File: src/rtl/uart_pkg.sv
// uart_pkg: shared UART types, constants and helpers.
// Used by the RX frame engine and the TX parity path.
package uart_pkg;

  typedef enum logic [2:0] {
    ST_IDLE   = 3'd0,
    ST_START  = 3'd1,
    ST_DATA   = 3'd2,
    ST_PARITY = 3'd3,
    ST_STOP   = 3'd4
  } rx_state_e;

  localparam logic PAR_EVEN = 1'b0;
  localparam logic PAR_ODD  = 1'b1;

  localparam logic [31:0] PRESC_8  = 32'd8;
  localparam logic [31:0] PRESC_16 = 32'd16;
  localparam logic [31:0] PRESC_32 = 32'd32;

  // Unsupported prescale values fall back to 8.
  function automatic logic [31:0] presc_legal(
    input logic [31:0] p
  );
    if (p == PRESC_8 || p == PRESC_16 || p == PRESC_32)
      return p;
    return PRESC_8;
  endfunction

  // Zero-extension does not change the xor reduction.
  function automatic logic parity_of(
    input logic [31:0] d,
    input logic        t
  );
    return (t == PAR_EVEN) ? ^d : ~^d;
  endfunction

endpackage

File: src/rtl/uart_rx_sampler.sv
// uart_rx_sampler: per-bit edge counter, bit index and 3-sample voter.
// Ports: clk, reset(sync, low), i_start, i_active, i_rx, i_prescale ->
//        o_bit_done (edge_cnt=P-1), o_bit (voted value), o_bit_idx.
module uart_rx_sampler
  import uart_pkg::*;
#(
  parameter int PRESC_W = 6,
  parameter int IDX_W   = 4
) (
  input  logic               clk,
  input  logic               reset,
  input  logic               i_start,
  input  logic               i_active,
  input  logic               i_rx,
  input  logic [PRESC_W-1:0] i_prescale,
  output logic               o_bit_done,
  output logic               o_bit,
  output logic [IDX_W-1:0]   o_bit_idx
);

  logic [PRESC_W-1:0] r_presc;
  logic [PRESC_W-1:0] r_cnt;
  logic [IDX_W-1:0]   r_idx;
  logic               r_s0;
  logic               r_s1;
  logic               r_bit;

  logic [PRESC_W-1:0] w_last;
  logic [PRESC_W-1:0] w_half;
  logic               w_end;

  assign w_last = r_presc - PRESC_W'(1);
  assign w_half = r_presc >> 1;
  assign w_end  = i_active && (r_cnt == w_last);

  always_ff @(posedge clk) begin
    if (!reset) begin
      r_presc <= '0;
      r_cnt   <= '0;
      r_idx   <= '0;
      r_s0    <= 1'b0;
      r_s1    <= 1'b0;
      r_bit   <= 1'b0;
    end else if (i_start) begin
      // Start edge counts as edge_cnt 0 of the start bit.
      r_presc <= PRESC_W'(presc_legal(32'(i_prescale)));
      r_cnt   <= PRESC_W'(1);
      r_idx   <= '0;
    end else if (i_active) begin
      r_cnt <= w_end ? '0 : r_cnt + PRESC_W'(1);
      if (w_end)
        r_idx <= r_idx + IDX_W'(1);
      if (r_cnt == w_half - PRESC_W'(1))
        r_s0 <= i_rx;
      if (r_cnt == w_half)
        r_s1 <= i_rx;
      if (r_cnt == w_half + PRESC_W'(1))
        r_bit <= (r_s0 & r_s1) | (r_s0 & i_rx) | (r_s1 & i_rx);
    end else begin
      r_cnt <= '0;
      r_idx <= '0;
    end
  end

  assign o_bit_done = w_end;
  assign o_bit      = r_bit;
  assign o_bit_idx  = r_idx;

endmodule

File: src/rtl/uart_rx_frame.sv
// uart_rx_frame: UART RX frame engine (start/data/parity/stop checks).
// Ports: clk, reset(sync, low), rx_in, prescale, par_en, par_type ->
//        p_data, data_valid, par_err, stp_err (1-cycle pulses), busy.
module uart_rx_frame
  import uart_pkg::*;
#(
  parameter int DATA_WIDTH = 8,
  parameter int PRESC_W    = 6
) (
  input  logic                  clk,
  input  logic                  reset,
  input  logic                  rx_in,
  input  logic [PRESC_W-1:0]    prescale,
  input  logic                  par_en,
  input  logic                  par_type,
  output logic [DATA_WIDTH-1:0] p_data,
  output logic                  data_valid,
  output logic                  par_err,
  output logic                  stp_err,
  output logic                  busy
);

  localparam int IDX_W = $clog2(DATA_WIDTH + 3);

  rx_state_e             r_state;
  logic [DATA_WIDTH-1:0] r_shift;
  logic [DATA_WIDTH-1:0] r_p_data;
  logic                  r_armed;
  logic                  r_busy;
  logic                  r_par_en;
  logic                  r_par_type;
  logic                  r_par_bad;
  logic                  r_dv;
  logic                  r_pe;
  logic                  r_se;

  logic                  w_start;
  logic                  w_bit_done;
  logic                  w_bit;
  logic [IDX_W-1:0]      w_bit_idx;

  // A start needs the line to have been seen idle since reset.
  assign w_start = (r_state == ST_IDLE) && r_armed && !rx_in;

  uart_rx_sampler #(
    .PRESC_W (PRESC_W),
    .IDX_W   (IDX_W)
  ) u_sampler (
    .clk        (clk),
    .reset      (reset),
    .i_start    (w_start),
    .i_active   (r_busy),
    .i_rx       (rx_in),
    .i_prescale (prescale),
    .o_bit_done (w_bit_done),
    .o_bit      (w_bit),
    .o_bit_idx  (w_bit_idx)
  );

  always_ff @(posedge clk) begin
    if (!reset) begin
      r_state    <= ST_IDLE;
      r_shift    <= '0;
      r_p_data   <= '0;
      r_armed    <= 1'b0;
      r_busy     <= 1'b0;
      r_par_en   <= 1'b0;
      r_par_type <= 1'b0;
      r_par_bad  <= 1'b0;
      r_dv       <= 1'b0;
      r_pe       <= 1'b0;
      r_se       <= 1'b0;
    end else begin
      r_dv <= 1'b0;
      r_pe <= 1'b0;
      r_se <= 1'b0;
      if (rx_in)
        r_armed <= 1'b1;
      unique case (r_state)
        ST_IDLE: begin
          if (w_start) begin
            r_state    <= ST_START;
            r_busy     <= 1'b1;
            r_par_en   <= par_en;
            r_par_type <= par_type;
            r_par_bad  <= 1'b0;
          end
        end
        ST_START: begin
          if (w_bit_done) begin
            if (w_bit) begin
              r_state <= ST_IDLE;
              r_busy  <= 1'b0;
            end else begin
              r_state <= ST_DATA;
            end
          end
        end
        ST_DATA: begin
          if (w_bit_done) begin
            r_shift <= {w_bit, r_shift[DATA_WIDTH-1:1]};
            if (w_bit_idx == IDX_W'(DATA_WIDTH))
              r_state <= r_par_en ? ST_PARITY : ST_STOP;
          end
        end
        ST_PARITY: begin
          if (w_bit_done) begin
            r_par_bad <= w_bit != parity_of(32'(r_shift), r_par_type);
            r_state   <= ST_STOP;
          end
        end
        ST_STOP: begin
          if (w_bit_done) begin
            r_state <= ST_IDLE;
            r_busy  <= 1'b0;
            r_se    <= !w_bit;
            r_pe    <= r_par_bad;
            if (w_bit && !r_par_bad) begin
              r_p_data <= r_shift;
              r_dv     <= 1'b1;
            end
          end
        end
        default: begin
          r_state <= ST_IDLE;
          r_busy  <= 1'b0;
        end
      endcase
    end
  end

  assign p_data     = r_p_data;
  assign data_valid = r_dv;
  assign par_err    = r_pe;
  assign stp_err    = r_se;
  assign busy       = r_busy;

endmodule

File: config.mk
export PLATFORM = sky130hd
export DESIGN_NAME = uart_rx_frame
export DESIGN_NICKNAME = d
export VERILOG_FILES = /design/src/rtl/uart_pkg.sv /design/src/rtl/uart_rx_sampler.sv /design/src/rtl/uart_rx_frame.sv
export SDC_FILE = /design/constraint.sdc
export NUM_CORES = 1
export LEC_CHECK = 0
export CAP_MARGIN = 10
export CORE_UTILIZATION = 40
export DETAILED_ROUTE_END_ITERATION = 12
export GPL_TIMING_DRIVEN = 0
export PLACE_DENSITY = 0.65
export SLEW_MARGIN = 20
export SYNTH_ARGS = -nofsm -noshare
export SYNTH_HDL_FRONTEND = slang
export SYNTH_SLANG_ARGS = --single-unit
File: constraint.sdc
create_clock -name clk -period 3.5 [get_ports clk]
set_input_delay 0.7 -clock clk [delete_from_list [all_inputs] [get_ports clk]]
set_output_delay 0.7 -clock clk [all_outputs]
set_load 0.005 [all_outputs]
==> metrics.yaml, run 1 <==
drt:
  drc: 0
  viasPerCell: 5.10
  first_iter_violations: 74
  drt-wirelength-per-cell_um: 12.9
  vias: 1871
  first_pass_iters: 4
  final_antenna_net_count: 0
  wirelength_mm: 4.72
global_routing:
  antenna_found_initial: 0
  grt_max_degree: 17
  grt_pass1_vias: 1734
  grt_pass1_wl_mm: 8.18
  grt_overflow: 0
  grtUsageTotal: 0.167
critical_path:
  end_kind: "flop"
  path_max_fanout: 10
  crit_type: "flop to flop"
  crit_arrival_ns: 2.95
  crit_required_ns: 3.69
  start_kind: "flop"
sta:
  skew_ns: 0.0119
  fin_crit_sh: 0.787
  hold_viol_final: 0
  period_minus_slack_ns: 2.76
  rsz0062_at_grt: "false"
  fin_setup_tns_ns: 0
  setup_slack_ns: 0.745
  fmax_mhz: 363
  slew_violations: 0
  tightestPinTransition_ns: 0.751
  maxSlewHeadroom: 0.494
  setup_violations: 0
synth:
  synth_compound_area_frac: 0.0912
  avgSynthCellArea_sq_um: 9.06
  muxShareOfSynthArea: 0.0918
  postSynthCellCount: 265
  synth.net_count: 283
  ys_seq_elements: 46
  netlist_area_sq_um: 2400
  synth_xor_area_frac: 0.138
  synth_top_family_by_area: "simple AND/OR/NAND/NOR gates"
  synth_simple_gate_area_frac: 0.207
  synth-seq-area-share: 0.384
  ys_warn_count: 0
  yosysUniqueCellTypes: 44
  synthAdderAreaFrac: 0.0365
min_path:
  hp-class: "flop to flop"
layout:
  postLayoutCoreUtil: 0.497
  drive_above_1_share: 0.0678
  n_antenna_cell: 0
  fin_nets: 312
  stdcell_count: 367
  stdcell_area_sq_um: 2800
  filler_cell_count: 539
  area_growth_pct: 16.8
die:
  ioPinCount: 23
  coreArea_sq_um: 5640
  rows: 27
  die-area_sq_um: 6310
  start_util: 0.425
  die_w_um: 79.5
  die_h_um: 79.5
placement:
  dpl_cell_area_sq_um: 2710
  dp.cells: 359
  gp_congestion: 0.862
  io_buffers: 22
  hpwl_mm: 3.56
  post-place-ws_ns: 0.537
pwr:
  p_leak_nw: 1.15
  p_per_area_nw_per_um2: 339
  ir_drop_mv: 0.191
clock_tree:
  cts_buffers: 5
  cts_hold_buf: 0
  insertion_delay_ns: 0.31
  clock_path_buffers: 2
  postCtsSetupBuffers: 0
  tritoncts: "yes"
  root_buffer: "clkbuf_8"
  cts.sinks: 46
  clkTransAtPathRegs_ns: 0.10
  htree_levels: 2
  cts_resized: 0
run:
  drv_cap: 0
run_status:
  outcome: "finished clean"
==> flip-flops by register name (all words and copies together) (netlist names), 3 cells and up <==
| register | cells |
|---|---|
| u_sampler.r_cnt | 6 |
| r_shift | 8 |
| u_sampler.o_bit_idx | 4 |
| u_sampler.r_presc | 6 |
| p_data | 8 |
| r_state | 3 |
==> synth_stat cells <==
master,n,area (sq um)
buf_1,1,3.75
a31oi_1,3,18.8
buf_2,3,15.0
dfxtp_1,46,921
a21oi_1,9,45.0
a21o_1,1,7.51
xor2_1,18,158
nand2b_1,1,6.26
clkbuf_1,7,26.3
o221ai_1,1,8.76
or4_1,3,22.5
nand3_4,1,17.5
nor3b_2,1,12.5
a211oi_4,1,20.0
o41ai_2,1,16.3
nor4b_1,1,8.76
or3b_1,1,8.76
nor2_1,28,105
o21bai_1,1,7.51
or3_1,3,18.8
nand2_1,25,93.8
nand3_1,9,45.0
a32o_1,1,10.0
a21boi_0,1,7.51
nand4_1,6,37.5
inv_1,12,45.0
nor3_1,3,15.0
buf_6,3,33.8
and3_1,8,50.1
nand3_2,1,10.0
nand3b_1,1,7.51
o211ai_1,1,7.51
nand4bb_1,1,11.3
a211o_1,2,17.5
xnor2_2,1,16.3
xnor2_1,18,158
o311ai_0,1,8.76
nor3b_1,1,7.51
a211oi_1,2,15.0
nor4_1,3,18.8
ha_1,7,87.6
a2111oi_0,1,8.76
mux2i_1,22,220
o21ai_0,4,20.0
==> final timing paths <==
kind	startpoint	end	slack (ns)	cells after the start
max	u_sampler.r_presc[2]	r_shift[5]	0.74	9
min	p_data[1]	p_data[1]	0.46	2
max reg2reg	u_sampler.r_presc[2]	r_shift[5]	0.74	9
min reg2reg	p_data[1]	p_data[1]	0.46	2
==> worst max-delay path, stage by stage (launching register included) <==
cell	delay, ns
dfxtp_1	0.54
inv_1	0.14
ha_1	0.25
nor3b_2	0.19
a21o_1	0.22
a211oi_4	0.35
nand3_4	0.19
or4_1	0.47
buf_6	0.17
mux2i_1	0.12
==> stage by stage <==
stage | power [mW] | hold WS [ns]
2_1_floorplan | 0.593 | 0.426
3_5_place_dp | 0.620 | 0.449
6_report | 0.950 | 0.464
3_3_place_gp | 0.619 | 0.445
5_1_grt | 0.988 | 0.481
4_1_cts | 0.958 | 0.469
==> where the power goes <==
| part | internal (mW) | switching (mW) |
|---|---|---|
| logic | 0.0333 | 0.0394 |
| clock network | 0.144 | 0.197 |
| registers | 0.529 | 0.00601 |
==> metal layers <==
metal	vias to the layer above	global-route usage	routed length, um
met1	872	0.233	2410
met3	5	0.0377	132
li1	969	-	-
met4	0	0.0491	55
met5	-	0	0
met2	25	0.256	2120
==> cells by family after synthesis <==
family,Yosys count
and+or+nand+nor,97
DFF,46
xor gates and xnor gates,37
AOI/OAI and AO/OA,30
buffers and inverters,26
muxes,22
adders and majority gates,7
==> area by class of cell <==
class | count | area, sq um | area share
Clock inverter | 3 | 25.0 | 0.00892
Tap cell | 72 | 90.1 | 0.0321
Multi-Input combinational cell | 193 | 1360 | 0.483
Sequential cell | 46 | 921 | 0.328
Inverter | 12 | 45.0 | 0.0161
Buffer | 14 | 78.8 | 0.0281
Timing Repair Buffer | 22 | 220 | 0.0785
Clock buffer | 5 | 68.8 | 0.0245
==> cells in the final DEF (no fill, tap or decap), drive strengths merged, types with 11 or more instances in the layout <==
cell	Yosys	routed
dfxtp	46	46
clkdlybuf4s50	0	22
inv	12	13
nor2	28	28
nand3	11	11
xor2	18	18
clkbuf	7	12
mux2i	22	22
nand2	25	25
xnor2	19	19
Note: power is estimated with default switching activity, not from simulation.
==> inputs of run 2 (changes only) <==
--- a/config.mk
+++ b/config.mk
@@ -9,7 +9,7 @@
 export CORE_UTILIZATION = 40
 export DETAILED_ROUTE_END_ITERATION = 12
 export GPL_TIMING_DRIVEN = 0
-export PLACE_DENSITY = 0.65
+export PLACE_DENSITY = 0.67
 export SLEW_MARGIN = 20
 export SYNTH_ARGS = -nofsm -noshare
 export SYNTH_HDL_FRONTEND = slang
==> constraint.sdc (replaced) <==
create_clock -name clk -period 2.3 [get_ports clk]
set_input_delay 0.46 -clock clk [delete_from_list [all_inputs] [get_ports clk]]
set_output_delay 0.46 -clock clk [all_outputs]
set_load 0.005 [all_outputs]
==> run 2 against run 1 <==
Core utilization grew 3.9 points. Sequential cell count unchanged. Die area did not move. Final area up 7.9%. Register-to-register slack worse by 0.66 ns. Non-clock buffer count is 16 higher. Clock skew is 0.00097 ns higher. Setup slack got worse by 0.66 ns. First-iteration DRC count rose by 38%. Critical path type unchanged.
==> metrics.yaml, run 2 (synthesized netlist as in run 1, its figures left out) <==
run_status:
  outcome: "finished clean"  # unchanged
critical_path:
  reg2reg_depth: 8  # was 9
  path_cells: "inv_4, ha_4, nor3b_4, nand3_2, a211oi_4, nand3_4, or4_4, mux2i_1"  # was inv_1, ha_1, nor3b_2, a21o_1, a211oi_4, nand3_4, or4_1, buf_6, mux2i_1
  crit_required_ns: 2.49  # was 3.69 ns
  reg2reg_slack_ns: 0.08  # was 0.74 ns
  slowest_delay_ns: 0.54  # about the same
  critPathTopFamily: "simple AND/OR/NAND/NOR gates"  # unchanged
  timing.critical_path.buf_inv: 1  # was 2
  end_kind: "flop"  # unchanged
  path_max_fanout: 8  # was 10
  rr_endpoint: "r_shift[6]"  # was r_shift[5]
  start_kind: "flop"  # unchanged
  r2r_start: "u_sampler.r_presc[1]"  # was u_sampler.r_presc[2]
  crit_slowest_cell: "or4_4"  # was dfxtp_1
  crit_type: "flop to flop"  # unchanged
  crit_arrival_ns: 2.41  # was 2.95 ns
drt:
  first_pass_iters: 4  # unchanged
  final_antenna_net_count: 0  # unchanged
  drt-wirelength-per-cell_um: 13.7  # was 12.9 um
  vias: 1965  # was 1871
  first_iter_violations: 102  # was 74
  viasPerCell: 5.13  # was 5.10
  drc: 0  # unchanged
  wirelength_mm: 5.25  # was 4.72 mm
layout:
  layout_common_cells: "dfxtp_1 (43), nor2_1 (28), nand2_1 (25)"  # was dfxtp_1 (46), nor2_1 (28), nand2_1 (25)
  fin_nets: 328  # was 312
  stdcell_count: 383  # was 367
  drive_above_1_share: 0.161  # was 0.0678
  n_antenna_cell: 0  # unchanged
  final_common_cell: "dfxtp_1"  # unchanged
  area_growth_pct: 26.0  # was 16.8%
  filler_cell_count: 532  # was 539
placement:
  io_buffers: 22  # unchanged
  hpwl_mm: 3.53  # was 3.56 mm
  dp.cells: 359  # unchanged
  gp_congestion: 0.864  # was 0.862
die:
  rows: 27  # unchanged
  ioPinCount: 23  # unchanged
  die_h_um: 79.5  # unchanged
  start_util: 0.425  # unchanged
  coreArea_sq_um: 5640  # unchanged
  die-area_sq_um: 6310  # unchanged
  die_w_um: 79.5  # unchanged
min_path:
  whs_endpoint: "p_data[1]"  # unchanged
  min-delay-start: "p_data[1]"  # unchanged
  hp-class: "flop to flop"  # unchanged
  whs_path_depth: 2  # unchanged
pwr:
  ir_drop_mv: 0.390  # was 0.191 mV
  finalPower_mw: 1.45  # was 0.950 mW
  p_per_area_nw_per_um2: 479  # was 339 nW/um^2
  p_leak_nw: 1.26  # was 1.15 nW
global_routing:
  grt_overflow: 0  # unchanged
  antenna_found_initial: 0  # unchanged
  grt_pass1_vias: 1821  # was 1734
  grt_pass1_wl_mm: 8.75  # was 8.18 mm
  grtUsageTotal: 0.179  # was 0.167
  grt_max_degree: 17  # unchanged
sta:
  hold_ws_ns: 0.464  # about the same
  fmax_mhz: 451  # was 363 MHz
  skew_ns: 0.0129  # was 0.0119 ns
  period_minus_slack_ns: 2.22  # was 2.76 ns
  rsz0062_at_grt: "true"  # was false
  fin_crit_sh: 0.964  # was 0.787
  slew_violations: 0  # unchanged
  maxSlewHeadroom: 0.669  # was 0.494
  setup_violations: 0  # unchanged
  tightestPinTransition_ns: 0.496  # was 0.751 ns
  hold_viol_final: 0  # unchanged
clock_tree:
  insertion_delay_ns: 0.31  # about the same
  htree_levels: 2  # unchanged
  cts_buffers: 5  # unchanged
  cts.sinks: 46  # unchanged
  clock_path_buffers: 2  # unchanged
  tritoncts: "yes"  # unchanged
  clkTransAtPathRegs_ns: 0.10  # about the same
  root_buffer: "clkbuf_8"  # unchanged
run:
  drv_cap: 0  # unchanged
## run 2: cell count changes in the layout (fill, tap and decap cells not counted), moves of 2 or more
cell      change
dfxtp_1       -3
buf_4        +16
inv_1         -2
dfxtp_4       +3
clkbuf_1      -2
inv_4         +2
ha_1          -2
ha_4          +2
## run 2: what timing repair did
action                     CTS  global route
hold buffers                 0             0
pin swaps                    2             9
setup endpoints to repair   27            26
setup buffers               11             6
resized for setup            6            15
hold endpoints to repair     0             0
## run 2: worst max path at each step
| stage | to | slack, ns | depth (start not counted) | from |
|---|---|---|---|---|
| 6_report | r_shift[6] | 0.08 | 8 | u_sampler.r_presc[1] |
| 5_1_grt | par_err | -0.05 | 14 | u_sampler.r_presc[1] |
| 4_1_cts | r_shift[6] | -0.008 | 8 | u_sampler.r_presc[1] |
| 3_5_place_dp | u_sampler.r_presc[4] | -0.41 | 7 | rx_in |
| 3_3_place_gp | u_sampler.r_presc[4] | -0.42 | 7 | rx_in |
| 2_1_floorplan | r_shift[1] | 0.01 | 9 | u_sampler.r_presc[2] |
## run 2: metrics by stage
step | TNS [ns] | setup WS [ns] | instance area (sq um) | utilization
after floorplan | 0 | 0.0114 | 2430 | -
after global placement | -8.72 | -0.417 | 2740 | 0.485
after detailed placement | -9.20 | -0.414 | 2740 | 0.485
after CTS | -0.00758 | -0.00758 | 2930 | 0.520
after global routing | -0.427 | -0.0497 | 3020 | 0.536
final | 0 | 0.0830 | 3020 | 0.536
## run 2: cell type report
type / instances / area (sq um) / share of cell area
multi-input cells: 193 / 1430 / 0.471
flip-flops and latches: 46 / 932 / 0.308
repair buffers: 39 / 354 / 0.117
well taps: 72 / 90.1 / 0.0298
plain buffers: 13 / 78.8 / 0.0261
clock buffers: 5 / 68.8 / 0.0228
inverters: 12 / 50.0 / 0.0165
clock inverters: 3 / 25.0 / 0.00827
## run 2: worst min-delay path, stage by stage, from the launching register on
cell,delay (ns)
dfxtp_1,0.32
nand2_1,0.05
mux2i_1,0.05
## run 2: where the power goes
part,leakage (nW),total [mW],internal [mW],switching (mW)
Combinational,0.844,0.118,0.0548,0.0634
Clock,0.0447,0.517,0.220,0.298
Sequential,0.374,0.812,0.801,0.0102
## run 2: per-layer routing
layer  vias up  part of all wire  GRT usage  routed length (um)
met4         0            0.0099     0.0545                  52
met5         -                 0          0                   0
met1       917              0.48      0.240                2540
li1       1005                 -          -                   -
met2        37              0.47      0.291                2480
met3         6             0.034     0.0309                 179
==> inputs of run 3 (changes only) <==
--- a/config.mk
+++ b/config.mk
@@ -7,6 +7,7 @@
 export LEC_CHECK = 0
 export CAP_MARGIN = 10
 export CORE_UTILIZATION = 40
+export CTS_CLUSTER_DIAMETER = 30
 export DETAILED_ROUTE_END_ITERATION = 12
 export GPL_TIMING_DRIVEN = 0
 export PLACE_DENSITY = 0.67
==> results of run 3 <==
Same layout as run 2: the final DEF is identical, and so are final timing and power.
